$ cat src/rtl/i2s_receiver.sv
// I2S receiver: recovers left/right audio words from a codec bit stream,
// oversampling bclk/lr/sdata with the 100 MHz system clock.
module i2s_receiver #(
  parameter int WORD_BITS = 24,
  parameter int SLOT_BITS = 32
) (
  input  logic                 clk_100,
  input  logic                 reset_n,
  input  logic                 enable,
  input  logic                 i2s_bclk,
  input  logic                 i2s_lr,
  input  logic                 i2s_sdata,
  output logic [WORD_BITS-1:0] left_sample,
  output logic [WORD_BITS-1:0] right_sample,
  output logic [15:0]          sample16,
  output logic                 new_sample,
  output logic                 frame_err
);

  localparam int               CNT_W    = $clog2(SLOT_BITS);
  localparam logic [CNT_W-1:0] CNT_MAX  = CNT_W'(SLOT_BITS - 1);
  localparam logic [CNT_W-1:0] CNT_WORD = CNT_W'(WORD_BITS);
  localparam logic [CNT_W-1:0] CNT_ONE  = CNT_W'(1);

  typedef enum logic [1:0] {
    IDLE,
    WAIT_LEFT,
    LEFT,
    RIGHT
  } state_t;

  logic                 r_bclkMeta, r_bclkSync, r_bclkHist;
  logic                 r_lrMeta, r_lrSync;
  logic                 r_sdMeta, r_sdSync;
  logic                 r_lrPrev;
  state_t               r_state;
  logic [CNT_W-1:0]     r_bitCnt;
  logic [WORD_BITS-1:0] r_shift;
  logic [WORD_BITS-1:0] r_pendLeft;
  logic                 r_leftOk;
  logic [WORD_BITS-1:0] r_leftSample;
  logic [WORD_BITS-1:0] r_rightSample;
  logic                 r_newSample;
  logic                 r_frameErr;

  logic                 w_bitEdge;
  logic                 w_lrChange;
  state_t               w_stateNext;
  logic [CNT_W-1:0]     w_cntNext;
  logic                 w_shiftEn;
  logic                 w_holdLeft;
  logic                 w_leftOkNext;
  logic                 w_publish;
  logic                 w_err;

  assign w_bitEdge  = r_bclkSync & ~r_bclkHist;
  assign w_lrChange = r_lrSync ^ r_lrPrev;

  assign left_sample  = r_leftSample;
  assign right_sample = r_rightSample;
  assign sample16     = r_leftSample[WORD_BITS-1 -: 16];
  assign new_sample   = r_newSample;
  assign frame_err    = r_frameErr;

  // Two-flop synchronizers for the codec signals, plus a history flop on bclk for edge detection
  always_ff @(posedge clk_100 or negedge reset_n) begin
    if (!reset_n) begin
      r_bclkMeta <= 1'b0;
      r_bclkSync <= 1'b0;
      r_bclkHist <= 1'b0;
      r_lrMeta   <= 1'b0;
      r_lrSync   <= 1'b0;
      r_sdMeta   <= 1'b0;
      r_sdSync   <= 1'b0;
    end else begin
      r_bclkMeta <= i2s_bclk;
      r_bclkSync <= r_bclkMeta;
      r_bclkHist <= r_bclkSync;
      r_lrMeta   <= i2s_lr;
      r_lrSync   <= r_lrMeta;
      r_sdMeta   <= i2s_sdata;
      r_sdSync   <= r_sdMeta;
    end
  end

  // State register
  always_ff @(posedge clk_100 or negedge reset_n) begin
    if (!reset_n) begin
      r_state <= IDLE;
    end else begin
      r_state <= w_stateNext;
    end
  end

  // Next-state and slot bookkeeping; the data bit on an lr-change edge belongs to the old slot and is dropped
  always_comb begin
    w_stateNext  = r_state;
    w_cntNext    = r_bitCnt;
    w_shiftEn    = 1'b0;
    w_holdLeft   = 1'b0;
    w_leftOkNext = r_leftOk;
    w_publish    = 1'b0;
    w_err        = 1'b0;
    if (!enable) begin
      w_stateNext = IDLE;
    end else begin
      case (r_state)
        IDLE: begin
          w_stateNext = WAIT_LEFT;
        end
        WAIT_LEFT: begin
          if (w_bitEdge && w_lrChange && !r_lrSync) begin
            w_stateNext = LEFT;
            w_cntNext   = '0;
          end
        end
        LEFT, RIGHT: begin
          if (w_bitEdge) begin
            if (w_lrChange) begin
              w_cntNext   = '0;
              w_stateNext = r_lrSync ? RIGHT : LEFT;
              if (r_bitCnt < CNT_WORD) begin
                w_err        = 1'b1;
                w_leftOkNext = 1'b0;
              end else if (r_state == LEFT) begin
                w_holdLeft   = 1'b1;
                w_leftOkNext = 1'b1;
              end else begin
                w_publish    = r_leftOk;
                w_leftOkNext = 1'b0;
              end
            end else if (r_bitCnt == CNT_MAX) begin
              w_err        = 1'b1;
              w_stateNext  = WAIT_LEFT;
              w_leftOkNext = 1'b0;
            end else begin
              w_cntNext = r_bitCnt + CNT_ONE;
              w_shiftEn = (w_cntNext <= CNT_WORD);
            end
          end
        end
        default: begin
          w_stateNext = IDLE;
        end
      endcase
    end
  end

  // Datapath: shift register, pending left word, published samples and strobes
  always_ff @(posedge clk_100 or negedge reset_n) begin
    if (!reset_n) begin
      r_lrPrev      <= 1'b0;
      r_bitCnt      <= '0;
      r_shift       <= '0;
      r_pendLeft    <= '0;
      r_leftOk      <= 1'b0;
      r_leftSample  <= '0;
      r_rightSample <= '0;
      r_newSample   <= 1'b0;
      r_frameErr    <= 1'b0;
    end else begin
      if (w_bitEdge) begin
        r_lrPrev <= r_lrSync;
      end
      r_bitCnt <= w_cntNext;
      r_leftOk <= w_leftOkNext;
      if (w_shiftEn) begin
        r_shift <= {r_shift[WORD_BITS-2:0], r_sdSync};
      end
      if (w_holdLeft) begin
        r_pendLeft <= r_shift;
      end
      if (w_publish) begin
        r_leftSample  <= r_pendLeft;
        r_rightSample <= r_shift;
      end
      r_newSample <= w_publish;
      r_frameErr  <= w_err;
    end
  end

endmodule
$ cat config.mk
export PLATFORM = sky130hd
export DESIGN_NAME = i2s_receiver
export DESIGN_NICKNAME = d
export VERILOG_FILES = /design/src/rtl/i2s_receiver.sv
export SDC_FILE = /design/constraint.sdc
export NUM_CORES = 1
export LEC_CHECK = 0
export CAP_MARGIN = 20
export CORE_MARGIN = 4
export CORE_UTILIZATION = 53
export DETAILED_ROUTE_END_ITERATION = 10
export PLACE_DENSITY = 0.79
export SLEW_MARGIN = 20
export SYNTH_ARGS = -nofsm -noshare
export SYNTH_HDL_FRONTEND = slang
export SYNTH_SLANG_ARGS = --single-unit
$ cat constraint.sdc
create_clock -name clk_100 -period 2.7 [get_ports clk_100]
set_input_delay 0.405 -clock clk_100 [delete_from_list [all_inputs] [get_ports clk_100]]
set_output_delay 0.405 -clock clk_100 [all_outputs]
set_load 0.01 [all_outputs]
; After elaboration in Yosys (flattened, before gate mapping)
; Index checks and enable logic that the tools add are counted.
; W data, S select, Z words.
[word_totals]
reg_bits = 114
latchBits = 0
ram_bits = 0
romBits = 0
input_bits = 6
out_inout_bits = 66
wordCells = 80
n_memories = 0
[op_classes]
n_addsub = 1
multipliers = 0
div = 0
magnitude_cmp = 2
eq_ne = 10
shifts = 0
muxes = 37
n_bitwise = 3
reduce_logical = 10
[op_table]
columns = operator, n
row1 = $mux W1, 26
row2 = $mux W5, 4
row3 = $mux W2, 5
row4 = $pmux W5 S2, 1
row5 = $ne A3 B3 Y1 const B, 3
row6 = $pmux W2 S3, 1
row7 = $add A5 B1 Y5 const B, 1
row8 = $eq A5 B5 Y1 const B, 1
row9 = $le A5 B5 Y1 const B, 1
row10 = $lt A5 B5 Y1 const B, 1
row11 = $reduce_and A5 Y1, 1
row12 = $eq A2 B2 Y1 const B, 2
row13 = $ne A2 B2 Y1 const B, 2
row14 = $ne A4 B4 Y1 const B, 1
row15 = $reduce_and A4 Y1, 1
row16 = $reduce_bool A2 Y1, 2
row17 = $reduce_and A3 Y1, 1
row18 = $eq A2 B1 Y1 const B, 1
row19 = $logic_and A1 B1 Y1, 2
row20 = $logic_not A2 Y1, 1
row21 = $reduce_or A2 Y1, 1
row22 = $and A1 B1 Y1, 1
row23 = $logic_not A1 Y1, 1
row24 = $not A1 Y1, 1
row25 = $xor A1 B1 Y1, 1

; Logic depth before layout (Yosys ltp)
[depth]
word_depth = 7
ltp_mapped = 8

; Worst setup path after synthesis
; OpenSTA, ideal clock, no wires.
[synth_timing]
path_type = register to register
from = register r_bitCnt[0]
to = register r_bitCnt[2]
setup_ns = 0.126
arrival_time_ns = 1.826
path_slack_ns = 0.748
stages_incl_launch_ff = 7
n_path_buf = 0
cell_sequence = dfrtp_1 > ha_1 > and3_1 > ha_1 > nand2b_1 > a221o_1 > a221o_1
[synth_between]
elab_chain_cells = 5
elab_cells_between_ends = 8
classes_between = 1 x add/sub / 2 x eq/ne / 4 x mux / 1 x reduce/logical
[synth_lines]
columns = element, line_no
row1 = from (decl), 37  ; logic [CNT_W-1:0] r_bitCnt;
row2 = from (signal assigned), 165  ; r_bitCnt <= w_cntNext;
row3 = $add A5 B1 Y5, 137  ; w_cntNext = r_bitCnt + CNT_ONE;
row4 = $mux W5, 132  ; end else if (r_bitCnt == CNT_MAX) begin
row5 = $mux W5, 119  ; if (w_lrChange) begin
row6 = $mux W5, 118  ; if (w_bitEdge) begin
row7 = $pmux W5 S2, 107  ; case (r_state)
; Several ways; a longest one is shown, not always the timed one. The select of a mux whose other input is x is not followed.
; A chain may end at the register's enable or synchronous reset.

; Final worst setup path
[layout_timing]
from = register r_lrSync
to = register r_shift[16]
[layout_between]
elab_chain_cells = 5
[layout_lines]
columns = element, line_no
row1 = from (decl), 33  ; logic r_lrMeta, r_lrSync;
row2 = from (signal assigned), 80  ; r_lrSync <= r_lrMeta;
row3 = $xor A1 B1 Y1, 57  ; assign w_lrChange = r_lrSync ^ r_lrPrev;
row4 = $mux W1, 119
row5 = $mux W1, 118
row6 = $mux W1, 107
row7 = $mux W1, 104  ; if (!enable) begin
row8 = to (signal assigned), 168  ; r_shift <= {r_shift[WORD_BITS-2:0], r_sdSync};
row9 = to (decl), 38  ; logic [WORD_BITS-1:0] r_shift;
; Every way passes these cells.

==> results.sh <==
export IMPL_status="finished, final reports clean"
export IMPL_tightestPinTransition_ns=0.5413
export IMPL_setup_worst_path_start_class="flop"
export IMPL_buffers_on_ports=71
export IMPL_synth_commonest_cells="sky130_fd_sc_hd__dfrtp_1, sky130_fd_sc_hd__mux2_2, sky130_fd_sc_hd__buf_4, sky130_fd_sc_hd__mux2_4, sky130_fd_sc_hd__nand2b_1"
export IMPL_r2r_slack_ns=0.50
export IMPL_synthesis_area_um2=4608
export IMPL_clock_latency_ns=0.50
export IMPL_post_synth_mux_area_share_pct=25.33
export IMPL_weighted_congestion_reported_at_the_end_of_routability_driven_placement=0.8539
export IMPL_cts_clk_slew_worst_paths_ns=0.05
export IMPL_sum_of_overflow_across_all_layers_after_global_routing=0
export IMPL_netlist_area_leader_share_pct=61.91
export IMPL_grt_pass1_wl_um=12900
export IMPL_timing_setup_tns_ns=0
export IMPL_antennaDiodeCount=0
export IMPL_syn_num_nets=293
export IMPL_share_comb_of_total_power_pct=2.1
export IMPL_via_per_inst=5.307
export IMPL_worstPathCellList="inv_1 -> ha_1 -> inv_1 -> or3b_1 -> buf_4 -> mux2_4"
export IMPL_wl_per_cell_um=16.38
export IMPL_clock_sinks=114
export IMPL_cts_hold_fix_buffers=1
export IMPL_synth_ff_type="sky130_fd_sc_hd__dfrtp_1"
export IMPL_seq_power_share_pct=44.6
export IMPL_std_cell_rows=33
export IMPL_first_pass_iters=4
export IMPL_post_synth_top_count_cell="sky130_fd_sc_hd__dfrtp_1"
export IMPL_postLayoutCoreUtil_pct=70.10
export IMPL_detail_route_drc_violations=0
export IMPL_slew_headroom_pct=63.58
export IMPL_synth_sequential_area_ratio_pct=61.91
export IMPL_starting_density_of_the_core_pct=55.25
export IMPL_route_antenna_remaining_nets=0
export IMPL_cts_buffers_inserted=17
export IMPL_max_clock_path_buffers=2
export IMPL_dp_worst_setup_slack_ns=0.4051
export IMPL_timing_final_setup_violations=0
export IMPL_ys_warnings_count=0
export IMPL_hold_class="in2async"
export IMPL_slew_viol_final=0
export IMPL_nNetsFinal=361
export IMPL_worst_r2r_endpoint="r_shift[16]"
export IMPL_post_route_period_util_pct=81.31
export IMPL_final_layout_size_suffix_gt1_share_pct=37.09
export IMPL_die_x_um=101.2
export IMPL_postCtsResizedCells=0
export IMPL_worst_path_max_fanout=24
export IMPL_ios=72
export IMPL_worst_setup_path_startpoint="r_lrSync"
export IMPL_fin_ws_ns=0.5045
export IMPL_cts_tree="done"
export IMPL_worstSetupPathType="reg2reg"
export IMPL_slowest_stage="sky130_fd_sc_hd__ha_1"
export IMPL_drt_wl_total_um=7681
export IMPL_rsz0062_at_grt="false"
export IMPL_critical_path_endpoint="r_shift[16]"
export IMPL_synth_compound_gate_area_share_pct=2.335
export IMPL_cp_data_required_time_ns=3.08
export IMPL_setup_worst_path_end_class="flop"
export IMPL_max_freq_mhz=455.5
export IMPL_r2r_start="r_lrSync"
export IMPL_finalHoldWorstSlack_ns=0.3340
export IMPL_net_sw_share_pct=20.42
export IMPL_synthTopCellsByArea="sky130_fd_sc_hd__dfrtp_1, sky130_fd_sc_hd__mux2_2, sky130_fd_sc_hd__mux2_4"
export IMPL_cts_repair_timing_setup_buffer_count=0
export IMPL_combinational_family_with_the_most_area_after_synthesis="multiplexers"
export IMPL_yosys_reg_bits=114
export IMPL_timing_final_crit_period_ns=2.195
export IMPL_core_region_area_um2=8341
export IMPL_grt_max_degree=51
export IMPL_worstRegToRegCells=6
export IMPL_netlist_top_cell_by_area="sky130_fd_sc_hd__dfrtp_1"
export IMPL_detailed_place_hpwl_um=4911
export IMPL_grt_antenna_before_repair=0
export IMPL_post_synthesis_share_of_cell_area_spent_on_and_or_nand_and_nor_gates_pct=4.344
export IMPL_detailedRoute_firstIterationViolations=84
export IMPL_grt_usage_pct=16.67
export IMPL_power_density_cell_area_nw_per_um2=664.1
export IMPL_asr_flop_ratio_synth_pct=100.0
export IMPL_fin_worst_skew_ns=0.005869
export IMPL_die_h_um=101.2
export IMPL_synth_xor_area_share_pct=0
export IMPL_synth_fa_ha_area_share_pct=0.8146
export IMPL_flow_area_growth_from_synthesis_pct=26.88
export IMPL_finalHoldViolations=0
export IMPL_leakage_uw=0.002872
export IMPL_num_vias=2489
export IMPL_netlist_instances=284
export IMPL_die_area_um2=10250
export IMPL_grt_pass1_vias=2558
export IMPL_post_synthesis_cell_type_count=33
export IMPL_worst_ep_arrival_time_ns=2.58
export IMPL_synth_avg_cell_area_um2=16.23
export IMPL_p_switching_uw=792.9
export IMPL_synth_edff_count=0
export IMPL_clock_power_share_pct=53.3
export IMPL_critical_path_max_stage_delay_ns=0.51
export IMPL_worst_supply_voltage_drop_on_vdd_mv=0.4402
export IMPL_clock_root_buffer="sky130_fd_sc_hd__clkbuf_8"
export IMPL_critical_path_most_common_cell="sky130_fd_sc_hd__inv_1"
export IMPL_power_report_internal_total_uw=3090
export IMPL_timing_max_cap_violations=0
export IMPL_h_tree_levels=4
[layout make-up]
| type | instances | area (um2) |
|---|---|---|
| Inverter | 3 | 11.26 |
| Clock inverter | 11 | 112.6 |
| Tap cell | 105 | 131.4 |
| Fill cell | 536 | 2494 |
| Multi-Input combinational cell | 139 | 1513 |
| Timing Repair Buffer | 77 | 780.7 |
| Sequential cell | 114 | 2853 |
| Clock buffer | 20 | 445.4 |
[through the flow]
stage | instances | power, uW | instance area (um2)
after detailed placement | 437 | 1845 | 5279
after global routing | 469 | 4026 | 5847
after floorplan | 284 | 1794 | 4608
after global placement | 437 | 1842 | 5279
final | 469 | 3883 | 5847
after CTS | 469 | 3924 | 5847
[cell usage in the layout (no fill, tap or decap), drive strengths merged, types with 2 or more instances in the layout]
cell type and instances:
clkinv 6, mux2 97, o31ai 2, a22o 2
nor4 3, nand2b 5, nor3b 2, ha 3
clkbuf 20, clkdlybuf4s50 70, buf 6, nor2b 2
dfrtp 114, nand2 4, nand3 2, a21oi 2
inv 3, a221o 3, bufinv 2, clkinvlp 3
[how the worst min path moves through the flow]
stage / slack [ns] / endpoint
after floorplan: 0.11 / frame_err
after global routing: 0.31 / r_sdMeta
after detailed placement: 0.32 / left_sample[19]
final: 0.33 / left_sample[19]
after global placement: 0.32 / left_sample[20]
after CTS: 0.31 / r_sdMeta
[routing by layer]
| layer | share of wire [%] | track usage (%) | vias up |
|---|---|---|---|
| met5 | 0 | 0 | - |
| met4 | 1.6 | 7.362 | 0 |
| met2 | 48 | 25.55 | 61 |
| met3 | 4.9 | 5.923 | 12 |
| li1 | - | - | 1140 |
| met1 | 45 | 21.51 | 1276 |
[sequential cells by signal (all words and copies together) (netlist names), 2 cells and up]
| signal | flops |
|---|---|
| left_sample | 24 |
| r_shift | 24 |
| r_pendLeft | 24 |
| right_sample | 24 |
| r_bitCnt | 5 |
| r_state | 2 |
[kinds of logic after synthesis]
family / after synthesis
adders and majority gates: 3
and+or+nand+nor: 25
muxes: 97
DFF: 114
buffers and inverters: 31
AOI/OAI and AO/OA: 14
[power by group through the flow]
stage                     Clock, uW  Sequential (uW)  Combinational (uW)
after floorplan                   0             1760                35.1
final                          2070             1730                81.1
after global placement            0             1760                80.8
after CTS                      2110             1730                84.0
after global routing           2200             1730                94.7
after detailed placement          0             1760                82.5
[worst max-delay path: cells and delay by family (launching register included)]
family | cells | cell delay [ns]
multiplexers | 1 | 0.34
flip-flops | 1 | 0.33
buffers and inverters | 3 | 0.48
AND/OR/NAND/NOR | 1 | 0.39
adder cells (fa/ha/maj) | 1 | 0.51
Power figures use the tool's default switching activity.
